## src/rtl/core_run_ctrl_if.sv

```systemverilog
// -----------------------------------------------------------------------------
// core_run_ctrl_if
//   Command port between the debug/GPIO front end and the run/halt/step
//   sequencer. Plain valid/ready handshake; a command transfers on a cycle
//   where cmd_valid and cmd_ready are both high.
//
//   Signals
//     cmd_valid  front end -> sequencer  command present
//     cmd_ready  sequencer -> front end  command can be taken this cycle
//     cmd_op     front end -> sequencer  00 HALT, 01 RUN, 10 STEP, 11 SET_BP
//     cmd_data   front end -> sequencer  STEP: count-1; SET_BP: [7]=enable,
//                                        low bits = breakpoint word address
//
//   Modports
//     master  front end side
//     slave   sequencer side
// -----------------------------------------------------------------------------
interface core_run_ctrl_if;
  logic       cmd_valid;
  logic       cmd_ready;
  logic [1:0] cmd_op;
  logic [7:0] cmd_data;

  modport master (
    output cmd_valid,
    output cmd_op,
    output cmd_data,
    input  cmd_ready
  );

  modport slave (
    input  cmd_valid,
    input  cmd_op,
    input  cmd_data,
    output cmd_ready
  );
endinterface : core_run_ctrl_if

```

## src/rtl/core_run_ctrl.sv

```systemverilog
// -----------------------------------------------------------------------------
// core_run_ctrl
//   Run/halt/single-step sequencer for tiny_core. Produces a per-cycle enable
//   for the core's PC and register-file updates, accepts commands from the
//   debug front end, and stops on a single PC breakpoint.
//
//   Parameters
//     ROM_ADDR_BITS  width of the instruction word address (pc_word_i)
//
//   Ports
//     clk        in   clock
//     reset      in   synchronous, active-high reset
//     cmd        if   command port (core_run_ctrl_if.slave)
//     pc_word_i  in   current core PC word index
//     core_en_o  out  core advances one instruction this cycle
//     halted_o   out  sequencer is in HALT
//     bp_hit_o   out  sticky: the last stop was caused by the breakpoint
//     instret_o  out  retired-instruction count
//
//   Build option
//     RUN_CTRL_INSTRET_EN  when defined, instret_o counts core_en cycles and
//                          saturates at 16'hFFFF; when undefined the output
//                          is tied to zero and no counter is built.
// -----------------------------------------------------------------------------
module core_run_ctrl #(
  parameter int ROM_ADDR_BITS = 4
) (
  input  logic                     clk,
  input  logic                     reset,
  core_run_ctrl_if.slave           cmd,
  input  logic [ROM_ADDR_BITS-1:0] pc_word_i,
  output logic                     core_en_o,
  output logic                     halted_o,
  output logic                     bp_hit_o,
  output logic [15:0]              instret_o
);

  typedef enum logic [1:0] {
    ST_HALT = 2'b00,
    ST_RUN  = 2'b01,
    ST_STEP = 2'b10
  } state_e;

  localparam logic [1:0] OP_HALT   = 2'b00;
  localparam logic [1:0] OP_RUN    = 2'b01;
  localparam logic [1:0] OP_STEP   = 2'b10;
  localparam logic [1:0] OP_SET_BP = 2'b11;

  state_e                   state_q, state_d;
  logic                     bp_en_q, bp_en_d;
  logic [ROM_ADDR_BITS-1:0] bp_addr_q, bp_addr_d;
  logic [7:0]               step_cnt_q, step_cnt_d;
  logic                     skip_bp_q, skip_bp_d;
  logic                     bp_hit_q, bp_hit_d;

  logic cmd_ready_s;
  logic cmd_fire_s;
  logic bp_match_s;
  logic core_en_s;

  // Only some cmd_data bits are consumed depending on the op; fold the rest
  // into a sink so the whole bus is visibly used.
  logic unused_cmd_data_s;
  assign unused_cmd_data_s = ^cmd.cmd_data;

  // HALT is always takeable so the front end can stop a RUN/STEP at any time;
  // every other op waits for HALT. Depends on cmd_op only, never cmd_valid.
  assign cmd_ready_s   = (state_q == ST_HALT) | (cmd.cmd_op == OP_HALT);
  assign cmd.cmd_ready = cmd_ready_s;
  assign cmd_fire_s    = cmd.cmd_valid & cmd_ready_s;

  // skip_bp lets a RUN resumed from the breakpoint PC get past it once.
  assign bp_match_s = (state_q == ST_RUN) & bp_en_q & ~skip_bp_q &
                      (pc_word_i == bp_addr_q);

  // Core enable decode from the registered state and the live PC.
  always_comb begin
    core_en_s = 1'b0;
    case (state_q)
      ST_STEP: core_en_s = 1'b1;
      ST_RUN:  core_en_s = ~bp_match_s;
      ST_HALT: core_en_s = 1'b0;
      default: core_en_s = 1'b0;
    endcase
  end

  assign core_en_o = core_en_s;
  assign halted_o  = (state_q == ST_HALT);
  assign bp_hit_o  = bp_hit_q;

  // Next-state logic: command handling, breakpoint stop, step countdown.
  always_comb begin
    state_d    = state_q;
    bp_en_d    = bp_en_q;
    bp_addr_d  = bp_addr_q;
    step_cnt_d = step_cnt_q;
    skip_bp_d  = skip_bp_q;
    bp_hit_d   = bp_hit_q;

    case (state_q)
      ST_HALT: begin
        if (cmd_fire_s) begin
          case (cmd.cmd_op)
            OP_HALT: begin
              state_d = ST_HALT;
            end
            OP_RUN: begin
              state_d   = ST_RUN;
              skip_bp_d = 1'b1;
              bp_hit_d  = 1'b0;
            end
            OP_STEP: begin
              state_d    = ST_STEP;
              step_cnt_d = cmd.cmd_data;
              bp_hit_d   = 1'b0;
            end
            OP_SET_BP: begin
              bp_en_d   = cmd.cmd_data[7];
              bp_addr_d = cmd.cmd_data[ROM_ADDR_BITS-1:0];
            end
            default: begin
              state_d = ST_HALT;
            end
          endcase
        end else begin
          state_d = ST_HALT;
        end
      end

      ST_RUN: begin
        // Skip window covers only the first RUN cycle.
        skip_bp_d = 1'b0;
        // Breakpoint takes priority over a same-cycle HALT so bp_hit is set.
        if (bp_match_s) begin
          state_d  = ST_HALT;
          bp_hit_d = 1'b1;
        end else if (cmd_fire_s) begin
          state_d = ST_HALT;
        end else begin
          state_d = ST_RUN;
        end
      end

      ST_STEP: begin
        // Every STEP cycle is a core_en cycle; step_cnt==0 marks the last one.
        if (cmd_fire_s) begin
          state_d    = ST_HALT;
          step_cnt_d = 8'd0;
        end else if (step_cnt_q == 8'd0) begin
          state_d = ST_HALT;
        end else begin
          step_cnt_d = step_cnt_q - 8'd1;
        end
      end

      default: begin
        state_d = ST_HALT;
      end
    endcase
  end

  // Control state registers with synchronous reset.
  always_ff @(posedge clk) begin
    if (reset) begin
      state_q    <= ST_HALT;
      bp_en_q    <= 1'b0;
      bp_addr_q  <= {ROM_ADDR_BITS{1'b0}};
      step_cnt_q <= 8'd0;
      skip_bp_q  <= 1'b0;
      bp_hit_q   <= 1'b0;
    end else begin
      state_q    <= state_d;
      bp_en_q    <= bp_en_d;
      bp_addr_q  <= bp_addr_d;
      step_cnt_q <= step_cnt_d;
      skip_bp_q  <= skip_bp_d;
      bp_hit_q   <= bp_hit_d;
    end
  end

`ifdef RUN_CTRL_INSTRET_EN
  logic [15:0] instret_q, instret_d;

  // Saturating retired-instruction count.
  always_comb begin
    if (core_en_s && (instret_q != 16'hFFFF)) begin
      instret_d = instret_q + 16'd1;
    end else begin
      instret_d = instret_q;
    end
  end

  // Retired-instruction counter register; only reset clears it.
  always_ff @(posedge clk) begin
    if (reset) begin
      instret_q <= 16'h0000;
    end else begin
      instret_q <= instret_d;
    end
  end

  assign instret_o = instret_q;
`else
  assign instret_o = 16'h0000;
`endif

endmodule : core_run_ctrl

```

## src/flat_wrapper.sv

```systemverilog
// flat-port wrapper written by rule: the top's interface ports become plain ports
module core_run_ctrl_flat 
#(
  parameter int ROM_ADDR_BITS = 4
)
  (clk, reset, pc_word_i, core_en_o, halted_o, bp_hit_o, instret_o, cmd_cmd_valid, cmd_cmd_op, cmd_cmd_data, cmd_cmd_ready);
  core_run_ctrl_if cmd_i ();
  input  logic clk;
  input  logic reset;
  input  logic [ROM_ADDR_BITS-1:0] pc_word_i;
  output logic core_en_o;
  output logic halted_o;
  output logic bp_hit_o;
  output logic [15:0] instret_o;
  input wire logic [$bits(cmd_i.cmd_valid)-1:0] cmd_cmd_valid;
  input wire logic [$bits(cmd_i.cmd_op)-1:0] cmd_cmd_op;
  input wire logic [$bits(cmd_i.cmd_data)-1:0] cmd_cmd_data;
  output wire logic [$bits(cmd_i.cmd_ready)-1:0] cmd_cmd_ready;
  assign cmd_i.cmd_valid = cmd_cmd_valid;
  assign cmd_i.cmd_op = cmd_cmd_op;
  assign cmd_i.cmd_data = cmd_cmd_data;
  assign cmd_cmd_ready = cmd_i.cmd_ready;
  core_run_ctrl #(.ROM_ADDR_BITS(ROM_ADDR_BITS)) u_core (.clk(clk), .reset(reset), .cmd(cmd_i), .pc_word_i(pc_word_i), .core_en_o(core_en_o), .halted_o(halted_o), .bp_hit_o(bp_hit_o), .instret_o(instret_o));
endmodule
```

## config.mk

```make
export PLATFORM = sky130hd
export DESIGN_NAME = core_run_ctrl_flat
export DESIGN_NICKNAME = d
export VERILOG_FILES = /design/src/rtl/core_run_ctrl_if.sv /design/src/rtl/core_run_ctrl.sv /design/src/flat_wrapper.sv
export SDC_FILE = /design/constraint.sdc
export NUM_CORES = 1
export LEC_CHECK = 0
export CORE_MARGIN = 5
export CORE_UTILIZATION = 30
export DETAILED_ROUTE_END_ITERATION = 7
export REMOVE_ABC_BUFFERS = 1
export SKIP_CTS_REPAIR_TIMING = 1
export SLEW_MARGIN = 20
export SYNTH_ARGS = -nofsm -noshare
export SYNTH_HDL_FRONTEND = slang
export SYNTH_SLANG_ARGS = --single-unit
```

## constraint.sdc

```tcl
create_clock -name clk -period 2.09 [get_ports clk]
set_input_delay 0.209 -clock clk [delete_from_list [all_inputs] [get_ports clk]]
set_output_delay 0.209 -clock clk [all_outputs]
set_load 0.1 [all_outputs]
```

==> results of run 1 <==
[registers in the layout (all words and copies together) (netlist names)]
register,flops
u_core.step_cnt_q,8
u_core.bp_addr_q,4
u_core.bp_hit_o,1
u_core.state_q,2
u_core.skip_bp_q,1
u_core.bp_en_q,1
[power by group through the flow]
stage,Combinational [uW],Clock [uW],Sequential [uW]
after global routing,459,278,357
after global placement,428,0,362
after floorplan,300,0,358
after detailed placement,427,0,362
final,430,268,355
after CTS,429,266,354
[per-layer routing]
| metal | routed length [microns] | vias up |
|---|---|---|
| met1 | 1660 | 584 |
| met5 | 0 | - |
| met2 | 1460 | 41 |
| li1 | - | 643 |
| met3 | 202 | 2 |
| met4 | 12 | 0 |
[placed cells by master (no fill, tap or decap), drive strengths merged, types with 2 or more instances in the layout]
master | netlist | final
buf | 16 | 22
dfxtp | 17 | 17
conb | 1 | 16
clkdlybuf4s50 | 0 | 16
nand2 | 14 | 14
a21oi | 13 | 13
inv | 11 | 11
ha | 10 | 10
nand3 | 9 | 9
a211oi | 4 | 4
o21ai | 4 | 4
or3 | 4 | 4
nand2b | 3 | 3
xnor2 | 3 | 3
nor2 | 3 | 3
o32ai | 3 | 3
clkbuf | 7 | 3
a311oi | 3 | 3
a21boi | 2 | 2
or2 | 2 | 2
and3 | 2 | 2
nor4 | 2 | 2
and2 | 2 | 2
a2bb2oi | 2 | 2
nor3 | 2 | 2
o311ai | 2 | 2
o211ai | 2 | 2
a31o | 2 | 2
nand4 | 2 | 2
or4 | 2 | 2
[cell type report]
class,count,area share [%]
Sequential cell,17,19.9
Tap cell,52,3.81
Multi-Input combinational cell,129,49.9
Timing Repair Buffer,38,21.3
Inverter,11,2.42
Clock buffer,3,2.42
Clock inverter,1,0.293
[final timing paths]
path                                       start                                end  slack, ns  depth (start not counted)
hold / removal       u_core.bp_en_q$_SDFFE_PP0P_        u_core.bp_en_q$_SDFFE_PP0P_       0.46                          2
setup reg to reg  u_core.state_q[0]$_SDFFE_PP0P_  u_core.step_cnt_q[3]$_SDFFE_PP0P_       0.24                          6
setup / recovery  u_core.state_q[0]$_SDFFE_PP0P_                      cmd_cmd_ready       0.22                          5
hold reg to reg      u_core.bp_en_q$_SDFFE_PP0P_        u_core.bp_en_q$_SDFFE_PP0P_       0.46                          2
[through the flow]
step | cells | hold WS, ns | worst slack (ns) | cell area (sq um) | power, uW
6_report | 251 | 0.460 | 0.224 | 1710 | 1050
5_1_grt | 251 | 0.481 | 0.109 | 1710 | 1090
4_1_cts | 251 | 0.466 | 0.217 | 1710 | 1050
3_5_place_dp | 247 | 0.457 | 0.0112 | 1660 | 789
3_3_place_gp | 247 | 0.450 | 0.0305 | 1660 | 790
2_1_floorplan | 157 | 0.277 | -1.16 | 1230 | 658
[kinds of logic after synthesis]
group                      count (synthesis)  synth area share, %
and+or+nand+nor                           50                 20.8
AOI/OAI and AO/OA                         49                 26.9
adders and majority gates                 10                 9.46
xor gates and xnor gates                   4                 2.65
DFF                                       17                 25.7
buffers and inverters                     34                 14.2
other                                      1                0.284
[tightest hold or removal path: stages, from the launching register on]
cell and delay [ns]:
dfxtp_1 0.31, nand2_1 0.05, a21oi_1 0.05
==> flow_summary.toml, run 1 <==
[die]
io_pins = 37
start_util_pct = 30.6
die-area_sq_mm = 0.00584
rows = 24
die_x_microns = 76.4
core_area_sq_mm = 0.00432
die_h_microns = 76.4

[worst_setup_path]
worstSetupStartpointType = "flop"
cp-end-kind = "output pin"
cp_slowest_cell = "dfxtp_1"
crit_required_ns = 1.88
crit_fanout = 10
cp_cell_sequence = "inv_1 > ha_1 > buf_4 > or2_2 > buf_12"
crit_buf_inv = 3
critPathArrivalTime_ns = 1.66
crit_family = "buffers and inverters"
worst-setup-path-type = "reg -> out"
critPathMaxStageDelay_ns = 0.37

[global_route]
grt_pass1_vias = 1170
use_met1_pct = 15.6
grt_max_degree = 11
track_usage_pct = 11.2
met2_usage_pct = 18.0
grt.busiest_layer = "met2"
grt_overflow = 0
use_met3_pct = 2.72
grt_pass1_wl_microns = 5510
grt_antenna_before_repair = 0

[timing]
min_period_ns = 1.87
finClkSkew_ns = 0.00613
hold_violations = 0
slew_violations = 0
setup_violations = 0
rsz0062_at_grt = "false"
fmax_mhz = 536
period_share_pct = 89.3
tns_ns = 0

[logic_synthesis]
yosysWarnings = 0
netlist_top_cells_count = "dfxtp_1 (17), buf_4 (16), nand2_1 (14)"
synth_top_area_share_pct = 25.7
synth_most_common_cell = "dfxtp_1"
ys_types = 50
synth-seq-area-share_pct = 25.7
netlist_instances = 165
synth_edf_count = 0
yosysTopAreaCell = "dfxtp_1"
avgSynthCellArea_sq_um = 8.02
ys_seq_elements = 17
async_flop_share_pct = 0
syn_area_sq_mm = 0.00132
synth_flop_cell = "dfxtp_1"
synth_area_leaders = "dfxtp_1 (26%), ha_1 (9.5%), buf_4 (9.1%)"

[clocking]
cts_sinks = 17
clk_pin_slew_ns = 0.08
cts_tree = "done"
ctsRootBufferMaster = "clkbuf_8"
cts_buffers = 3
clk_path_buf_depth = 2
htree_levels = 1
clk_latency_ns = 0.26

[final_layout]
syn2layout_area_growth_pct = 29.0
utilization_pct = 39.5
regArea_sq_um = 340
final_nets = 227
antenna-diode-count = 0
multi_input_area_sq_um = 851
n_fill_cell = 486
drive_above_1_share_pct = 18.6

[routing]
avgRoutedWirePerCell_microns = 13.3
num_vias = 1270
drcViolationCount = 0
antenna_left = 0
dr.pass1.iters = 4
drtIter0Drc = 119
via_per_inst = 5.06
route.final.wire_length_microns = 3330

[power]
internal_power_uw = 614
clkPwrFrac_pct = 25.5
switching_share_pct = 41.7
leakagePower_uw = 0.000704
pwr-share-comb_pct = 40.9
pwr-share-seq_pct = 33.7
irDropWorstVdd_mv = 0.410
p_sw_uw = 439
power.density_mw_per_mm2 = 617

[outcome]
status = "complete, no violations"

[placed_design]
hpwl_microns = 2730
portBuffers = 20
gp_congestion = 0.852

[flow_run]
cap_violations = 0

[worst_hold_path]
hold_path.class = "reg -> reg"
(Power assumes the default switching activity.)
==> inputs of run 2 (changes only) <==
- GPL_ROUTABILITY_DRIVEN: default -> 0
==> results of run 2 <==
Same layout as run 1: the final DEF is identical, and so are final timing and power.
==> inputs of run 3 (changes only) <==
- PLACE_DENSITY: default -> 0.62
- REMOVE_ABC_BUFFERS: 1 -> default
- SLEW_MARGIN: 20 -> default
==> flow_summary.toml, run 3 (same netlist as run 1, synthesis figures left out) <==
[worst_setup_path]
cp-end-kind = "flop"
worstSetupStartpointType = "input pin"
crit_fanout = 6
worst-setup-path-type = "in -> reg"
critPathArrivalTime_ns = 2.03
crit_required_ns = 2.24

[timing]
tns_ns = 0
fin_hold_ws_ns = 0.467
final.setup.worst_slack_ns = 0.210
period_share_pct = 90.0
slew_violations = 0
rsz0062_at_grt = "false"
setup_violations = 0
hold_violations = 0
min_period_ns = 1.88
finClkSkew_ns = 0.00303
fmax_mhz = 532

[global_route]
grt_max_degree = 12
grt_overflow = 0
grt_pass1_vias = 1222
grt_antenna_before_repair = 0
track_usage_pct = 11.2
grt_pass1_wl_microns = 5510

[placed_design]
hpwl_microns = 2630
portBuffers = 20
dp_slack_ns = -0.0343

[final_layout]
top_register = "u_core.step_cnt_q"
syn2layout_area_growth_pct = 27.8
drive_above_1_share_pct = 17.9
utilization_pct = 39.1
antenna-diode-count = 0
layout_commonest_cell = "dfxtp_1"
final_cell_mix = "dfxtp_1 (17), conb_1 (16), clkdlybuf4s50_1 (16), buf_4 (16), nand2_1 (14)"
final_nets = 223
top_regs = "u_core.step_cnt_q (8), u_core.bp_addr_q (4), u_core.state_q (2)"
largest_register_ffs = 8

[routing]
antenna_left = 0
drcViolationCount = 0
avgRoutedWirePerCell_microns = 13.2
via_per_inst = 5.11
route.final.wire_length_microns = 3250
num_vias = 1262
dr.pass1.iters = 4
drtIter0Drc = 100

[clocking]
cts_tree = "done"
clk_latency_ns = 0.26
ctsRootBufferMaster = "clkbuf_8"
clk_path_buf_depth = 2
htree_levels = 1
clk_pin_slew_ns = 0.08
cts_buffers = 3
cts_sinks = 17

[die]
io_pins = 37
core_area_sq_mm = 0.00432
die_h_microns = 76.4
die_x_microns = 76.4
rows = 24
die-area_sq_mm = 0.00584
start_util_pct = 30.6

[power]
irDropWorstVdd_mv = 0.440
p_total_uw = 1040
leakagePower_uw = 0.000677
power.density_mw_per_mm2 = 618

[worst_hold_path]
hold_path.class = "reg -> reg"

[outcome]
status = "complete, no violations"

[flow_run]
cap_violations = 0
-- run 3: per-stage QoR --
| step | std cells | area (sq um) |
|---|---|---|
| global placement | 243 | 1640 |
| detailed placement | 243 | 1640 |
| finish | 247 | 1690 |
| CTS | 247 | 1690 |
| floorplan | 180 | 1400 |
| global route | 247 | 1690 |
-- run 3: path summary, 6_finish.rpt --
kind	startpoint	endpoint	slack (ns)	cells past startpoint
setup / recovery	cmd_cmd_op[0]	u_core.step_cnt_q[4]$_SDFFE_PP0P_	0.21	7
setup reg to reg	u_core.step_cnt_q[0]$_SDFFE_PP0P_	u_core.step_cnt_q[4]$_SDFFE_PP0P_	0.27	6
hold reg to reg	u_core.bp_addr_q[2]$_SDFFE_PP0P_	u_core.bp_addr_q[2]$_SDFFE_PP0P_	0.47	2
hold / removal	u_core.bp_addr_q[2]$_SDFFE_PP0P_	u_core.bp_addr_q[2]$_SDFFE_PP0P_	0.47	2
-- run 3: power breakdown --
group	switching, uW	internal (uW)
Clock	130	134
Sequential	13.3	340
Combinational	289	137
-- run 3: area by class of cell --
class	instances	area, sq um
clock buffers	3	41.3
clock inverters	1	7.51
fillers	465	2630
inverters	11	41.3
multi-input cells	129	875
flip-flops and latches	17	340
well taps	52	65.1
repair buffers	34	320
-- run 3: worst max-delay path, cell delays in order --
cell and delay (ns):
clkdlybuf4s50_1 0.47, inv_1 0.07, ha_1 0.25, o21ai_1 0.27, nand4_2 0.22, and2_1 0.29, a31o_2 0.25
-- run 3: routing by layer --
| layer | global-route usage, % | vias up | share of wire (%) |
|---|---|---|---|
| li1 | - | 635 | - |
| met1 | 15.0 | 562 | 46 |
| met2 | 17.0 | 53 | 44 |
| met3 | 2.96 | 12 | 7.2 |
| met4 | 4.72 | 0 | 2.8 |
| met5 | 0 | - | 0 |
